`src/rtl/sd_blk_responder.sv`:
```
// ---------------------------------------------------------------------------
// sd_blk_responder
//
// Host (responder) end of the MiSTer SD block interface for the four-drive
// floppy controller. Moves 512-byte blocks between a byte-wide backing memory
// and the requesting drive's dual-port sector buffer. Serves as a RAM-disk
// server and as the bench model for floppy controller verification.
//
// Ports
//   CLK, RESET_N     rising-edge clock, asynchronous active-low reset
//   sd_lba[4]        requested block number per drive
//   sd_rd, sd_wr     per-drive read / write request levels, held until ack
//   sd_ack           one-hot (or zero) transfer-in-progress per drive
//   sd_buff_addr     byte offset within the block
//   sd_buff_dout     read data towards the initiator buffer
//   sd_buff_wr       one-cycle write strobe into the initiator buffer
//   sd_buff_din[4]   initiator buffer read data, used for writes
//   mem_*            backing memory request/handshake, address is
//                    {drive, lba[10:0], offset[8:0]}
//   busy             FSM not idle
//   oob              sticky: some request had lba >= MAX_LBA
// ---------------------------------------------------------------------------
module sd_blk_responder #(
    parameter int MAX_LBA = 2048,
    parameter int MEM_AW  = 22,
    parameter int DIN_LAT = 1
) (
    input  logic              CLK,
    input  logic              RESET_N,
    input  logic [31:0]       sd_lba [4],
    input  logic [3:0]        sd_rd,
    input  logic [3:0]        sd_wr,
    output logic [3:0]        sd_ack,
    output logic [8:0]        sd_buff_addr,
    output logic [7:0]        sd_buff_dout,
    output logic              sd_buff_wr,
    input  logic [7:0]        sd_buff_din [4],
    output logic [MEM_AW-1:0] mem_addr,
    output logic              mem_rd,
    output logic              mem_wr,
    output logic [7:0]        mem_wdata,
    input  logic [7:0]        mem_rdata,
    input  logic              mem_ready,
    output logic              busy,
    output logic              oob
);

    localparam int LBA_W  = $clog2(MAX_LBA);
    localparam int WAIT_W = (DIN_LAT > 1) ? $clog2(DIN_LAT) : 1;

    typedef enum logic [2:0] {
        IDLE,
        ACK,
        RD_FETCH,
        RD_PUSH,
        WR_ADDR,
        WR_WAIT,
        WR_STORE,
        DONE
    } state_t;

    state_t            state;
    state_t            state_next;
    logic [3:0]        pending;
    logic [1:0]        ptr;
    logic [1:0]        grant;
    logic [1:0]        pick;
    logic              pick_valid;
    logic [LBA_W-1:0]  lba;
    logic              is_read;
    logic              out_range;
    logic [8:0]        offset;
    logic [7:0]        data;
    logic [WAIT_W-1:0] wait_cnt;
    logic              last_byte;
    logic              byte_done;

    assign pending   = sd_rd | sd_wr;
    assign last_byte = (offset == 9'd511);

    // An out-of-range transfer never touches memory, so every byte
    // completes in a single cycle.
    assign byte_done = out_range || mem_ready;

    assign sd_buff_addr = offset;
    assign sd_buff_dout = data;
    assign mem_addr     = MEM_AW'({grant, lba, offset});

    // Round-robin pick: scanning from the farthest distance down to zero
    // leaves the nearest pending drive at or after ptr as the winner.
    always_comb begin
        pick       = ptr;
        pick_valid = 1'b0;
        for (int i = 3; i >= 0; i--) begin
            if (pending[ptr + 2'(i)]) begin
                pick       = ptr + 2'(i);
                pick_valid = 1'b1;
            end
        end
    end

    always_ff @(posedge CLK or negedge RESET_N) begin
        if (!RESET_N) begin
            state <= IDLE;
        end else begin
            state <= state_next;
        end
    end

    always_comb begin
        state_next = state;
        sd_ack     = 4'b0000;
        sd_buff_wr = 1'b0;
        mem_rd     = 1'b0;
        mem_wr     = 1'b0;
        busy       = (state != IDLE);
        case (state)
            IDLE: begin
                if (pick_valid) begin
                    state_next = ACK;
                end
            end
            ACK: begin
                sd_ack     = 4'b0001 << grant;
                state_next = is_read ? RD_FETCH : WR_ADDR;
            end
            RD_FETCH: begin
                sd_ack = 4'b0001 << grant;
                mem_rd = !out_range;
                if (byte_done) begin
                    state_next = RD_PUSH;
                end
            end
            RD_PUSH: begin
                sd_ack     = 4'b0001 << grant;
                sd_buff_wr = 1'b1;
                state_next = last_byte ? DONE : RD_FETCH;
            end
            WR_ADDR: begin
                sd_ack     = 4'b0001 << grant;
                state_next = (DIN_LAT == 0) ? WR_STORE : WR_WAIT;
            end
            WR_WAIT: begin
                sd_ack = 4'b0001 << grant;
                if (wait_cnt == WAIT_W'(DIN_LAT - 1)) begin
                    state_next = WR_STORE;
                end
            end
            WR_STORE: begin
                sd_ack = 4'b0001 << grant;
                mem_wr = !out_range;
                if (byte_done) begin
                    state_next = last_byte ? DONE : WR_ADDR;
                end
            end
            DONE: begin
                state_next = IDLE;
            end
            default: begin
                state_next = IDLE;
            end
        endcase
    end

    // Transfer context and byte datapath. Request inputs are only looked at
    // in IDLE, so changes during a transfer have no effect.
    always_ff @(posedge CLK or negedge RESET_N) begin
        if (!RESET_N) begin
            ptr       <= 2'd0;
            grant     <= 2'd0;
            lba       <= '0;
            is_read   <= 1'b0;
            out_range <= 1'b0;
            offset    <= 9'd0;
            data      <= 8'd0;
            wait_cnt  <= '0;
            mem_wdata <= 8'd0;
            oob       <= 1'b0;
        end else begin
            case (state)
                IDLE: begin
                    if (pick_valid) begin
                        grant     <= pick;
                        ptr       <= pick + 2'd1;
                        lba       <= sd_lba[pick][LBA_W-1:0];
                        is_read   <= sd_rd[pick];
                        out_range <= (sd_lba[pick] >= 32'(MAX_LBA));
                        offset    <= 9'd0;
                        if (sd_lba[pick] >= 32'(MAX_LBA)) begin
                            oob <= 1'b1;
                        end
                    end
                end
                RD_FETCH: begin
                    if (out_range) begin
                        data <= 8'd0;
                    end else if (mem_ready) begin
                        data <= mem_rdata;
                    end
                end
                RD_PUSH: begin
                    if (!last_byte) begin
                        offset <= offset + 9'd1;
                    end
                end
                WR_ADDR: begin
                    wait_cnt <= '0;
                    if (DIN_LAT == 0) begin
                        mem_wdata <= sd_buff_din[grant];
                    end
                end
                WR_WAIT: begin
                    wait_cnt <= wait_cnt + WAIT_W'(1);
                    // Buffer data for the current offset is valid in the
                    // last wait cycle; hold it stable for the memory write.
                    if (wait_cnt == WAIT_W'(DIN_LAT - 1)) begin
                        mem_wdata <= sd_buff_din[grant];
                    end
                end
                WR_STORE: begin
                    if (byte_done && !last_byte) begin
                        offset <= offset + 9'd1;
                    end
                end
                default: begin
                end
            endcase
        end
    end

endmodule

```
`config.mk`:
```
export PLATFORM = sky130hd
export DESIGN_NAME = sd_blk_responder
export DESIGN_NICKNAME = d
export VERILOG_FILES = /design/src/rtl/sd_blk_responder.sv
export SDC_FILE = /design/constraint.sdc
export NUM_CORES = 1
export LEC_CHECK = 0
export BUFFER_PORTS_ARGS = -buffer_cell sky130_fd_sc_hd__clkbuf_2
export CAP_MARGIN = 10
export CORE_MARGIN = 5
export CORE_UTILIZATION = 34
export CTS_CLUSTER_DIAMETER = 40
export DETAILED_ROUTE_END_ITERATION = 6
export PLACE_DENSITY = 0.77
export SKIP_CTS_REPAIR_TIMING = 1
export SLEW_MARGIN = 20
export SYNTH_ARGS = -nofsm -noshare
export SYNTH_HDL_FRONTEND = slang
export SYNTH_SLANG_ARGS = --single-unit
```
`constraint.sdc`:
```
create_clock -name CLK -period 4.15 [get_ports CLK]
set_input_delay 0.2075 -clock CLK [delete_from_list [all_inputs] [get_ports CLK]]
set_output_delay 0.2075 -clock CLK [all_outputs]
set_load 0.05 [all_outputs]
```
==> out/results.ini <==
[outcome]
status=finished, violations left
violations=hold timing

[synthesis]
ys_top_cells_by_area=dfrtp_1, mux2i_1, mux4_2, o221ai_2, nand2_1
synth_cell_types=50
seq_area_frac_synth_pct=39.02
yosysTopAreaCell=dfrtp_1
ys_ff_latch=47
yosysWarnings=0
netlist_instances=283
syn_area_mm2=0.003014
async_reset_ff_share_pct=100.0
yosys.area.top_type_share_pct=39.02
syn-num-nets=464
synth_edf_count=0
ys.flop_type=dfrtp_1
syn_avg_cell_area_um2=10.65

[timing]
fin_tns_setup_ns=0
setup_viol_count_final=0
rsz0062_at_grt=false
max_freq_ghz=0.3842
drv_slew=0
worst_pin_slew_ns=0.7101
fin_crit_sh_pct=62.73
hold_slack_ns=-0.007898
fin_crit_ns=2.603
report.final.hold_viol_count=14
skew_ns=0.01359
relSlewSlack_pct=52.45

[detailed_routing]
via_per_inst=5.244
avgRoutedWirePerCell_um=16.30
drt-pass1-iter-count=4
postRouteWirelength_um=9960
num_vias=3204
drc=0
postRouteAntennaNets=0
dr.first_iter.drc_count=134

[clocking]
cts.sinks=47
cts.clk_slew.worst_paths_ns=0.09
clk_latency_ns=0.30
cts_tree=yes
cts_root_buf=clkbuf_8
numCtsBuffers=5
max-clock-path-buffers=2
h-tree-depth=2

[floorplanning]
coreArea_mm2=0.008678
die_width_um=104.2
initial_core_util_pct=34.73
die_h_um=104.2
num_rows=34
fp.dieArea_mm2=0.01085
io_pins=235

[worst_setup_path]
regToRegEndpoint=sd_buff_addr[7]$_DFFE_PN0P_
path_max_fanout=7
crit_chain=ha_1 -> and3_1 -> and3_1 -> ha_1 -> nor2b_1 -> nand3b_1 -> a21oi_1 -> o2111ai_1 -> xor2_1 -> nor2_1
crit_family=simple AND/OR/NAND/NOR gates
crit_path_top_delay_cell=dfrtp_1
critPathMaxStageDelay_ns=0.44
worst_ep_required_time_ns=4.31
r2r_start=sd_buff_addr[0]$_DFFE_PN0P_
cp_num_buf_inv=0
end_kind=flop
r2r_cells=10
critPathArrivalTime_ns=2.77
crit_type=flop to flop
start_kind=flop
reg2reg_slack_ns=1.55

[power]
internal_power_uw=1417
ir_worst_vdd_uv=302.7
power.switching_uw=1478
comb_power_share_pct=58.9
p_leak_uw=0.002271
p_per_area_mw_per_mm2=676.3
p_total_uw=2895
p_clk_share_pct=12.6
seq_power_share_pct=28.5
switching_share_pct=51.06

[grt]
grt_pass1_vias=3409
grt-ovfl-total=0
grt_pass1_wl_um=16190
grt_max_degree=48
grt.total_usage_pct=17.65
antenna_found_initial=0

[flow_run]
drv_cap=0

[layout]
layout.nets=683
layout-drive-gt1-share_pct=55.07
final_area_mm2=0.004280
area_delta_synth_final_pct=42.01
fill_cells=853
n_antenna_cell=0

[hold_path]
worstHoldPathType=input pin to async pin

[place]
dpl.hpwl_um=8367
io_buffers=234
gp_congestion=0.9096
placed_area_mm2=0.004159

[sequential cells by signal (all words and copies together) (netlist names)]
| signal | count |
|---|---|
| is_read | 1 |
| state | 3 |
| wait_cnt | 1 |
| oob | 1 |
| sd_buff_dout | 8 |
| out_range | 1 |
| mem_wdata | 8 |
| grant | 2 |
| lba | 11 |
| sd_buff_addr | 9 |
| ptr | 2 |
[how the worst max path moves through the flow]
| stage | startpoint | to | cells after the start |
|---|---|---|---|
| after floorplan | grant[0]$_DFFE_PN0P_ | sd_ack[1] | 2 |
| after global placement | state[0]$_DFFE_PN0P_ | oob$_DFFE_PN0P_ | 6 |
| after detailed placement | state[0]$_DFFE_PN0P_ | oob$_DFFE_PN0P_ | 6 |
| after CTS | state[0]$_DFFE_PN0P_ | oob$_DFFE_PN0P_ | 6 |
| after global routing | state[2]$_DFFE_PN0P_ | oob$_DFFE_PN0P_ | 6 |
| final | sd_buff_addr[0]$_DFFE_PN0P_ | sd_buff_addr[7]$_DFFE_PN0P_ | 10 |
[cell type report]
class                           instances  area (µm²)  share of cell area, %
Timing Repair Buffer                  236        1186                  27.71
Sequential cell                        47        1176                  27.48
Clock buffer                            6       82.58                  1.929
Tap cell                              108       135.1                  3.157
Inverter                                4       15.01                 0.3508
Clock inverter                          2       38.79                 0.9062
Multi-Input combinational cell        208        1647                  38.47
[kinds of logic (layout without fill, tap and decap cells)]
group | Yosys count | in the layout | share of synthesized area, %
AOI/OAI and AO/OA | 52 | 52 | 15.32
xor gates and xnor gates | 8 | 8 | 2.325
adders and majority gates | 2 | 2 | 0.8301
buffers and inverters | 28 | 248 | 6.351
DFF | 47 | 47 | 39.02
muxes | 42 | 42 | 17.73
and+or+nand+nor | 104 | 104 | 18.43
[layer usage]
metal  part of all wire (%)  track usage [%]
met1                     38            21.19
met3                    7.9            4.966
met5                      0                0
met2                     52            30.37
met4                    2.0            5.735
[cell usage after synthesis, types with 2 or more instances]
master and n:
nor2_1 13, nand2_1 30, and4_1 2, nor2_2 2, o2111ai_1 3, a22o_1 9
nor4_1 18, mux4_2 8, clkbuf_1 6, nand3b_1 2, mux2_1 2, dfrtp_1 47
inv_1 4, a21oi_1 5, mux2i_1 23, mux2_2 9, xor2_1 7, o21ai_0 9
nor3_1 11, nand4_1 3, buf_4 11, or4_1 3, buf_2 4, o32ai_1 2
and3_1 5, o221ai_2 11, and2_1 2, nor3b_1 2, ha_1 2, nand2b_1 6
o22ai_1 2, buf_12 2
[power groups by stage]
stage                     clock network, µW  logic, µW  registers, µW
after CTS                               376       1730            829
final                                   364       1700            826
after global placement                    0       1690            825
after floorplan                           0        988           1210
after detailed placement                  0       1730            834
after global routing                    390       1830            862
[per-stage QoR]
stage / std cells / setup WS [ns] / hold slack, ns / util (%)
global placement: 603 / 1.617 / 0.3389 / 47.92
floorplan: 283 / 1.572 / -0.08809 / -
detailed placement: 603 / 1.541 / 0.3542 / 47.92
CTS: 611 / 1.531 / 0.01901 / 49.32
finish: 611 / 1.547 / -0.007898 / 49.32
global route: 611 / 1.243 / 0.04967 / 49.32
[cell usage in the layout (no fill, tap or decap), types with 11 or more instances in the layout]
cell,Yosys,layout
clkbuf_2,0,234
dfrtp_1,47,47
nand2_1,30,30
mux2i_1,23,23
nor4_1,18,18
nor2_1,13,13
nor3_1,11,11
o221ai_2,11,11
Power figures use the tool's default switching activity.
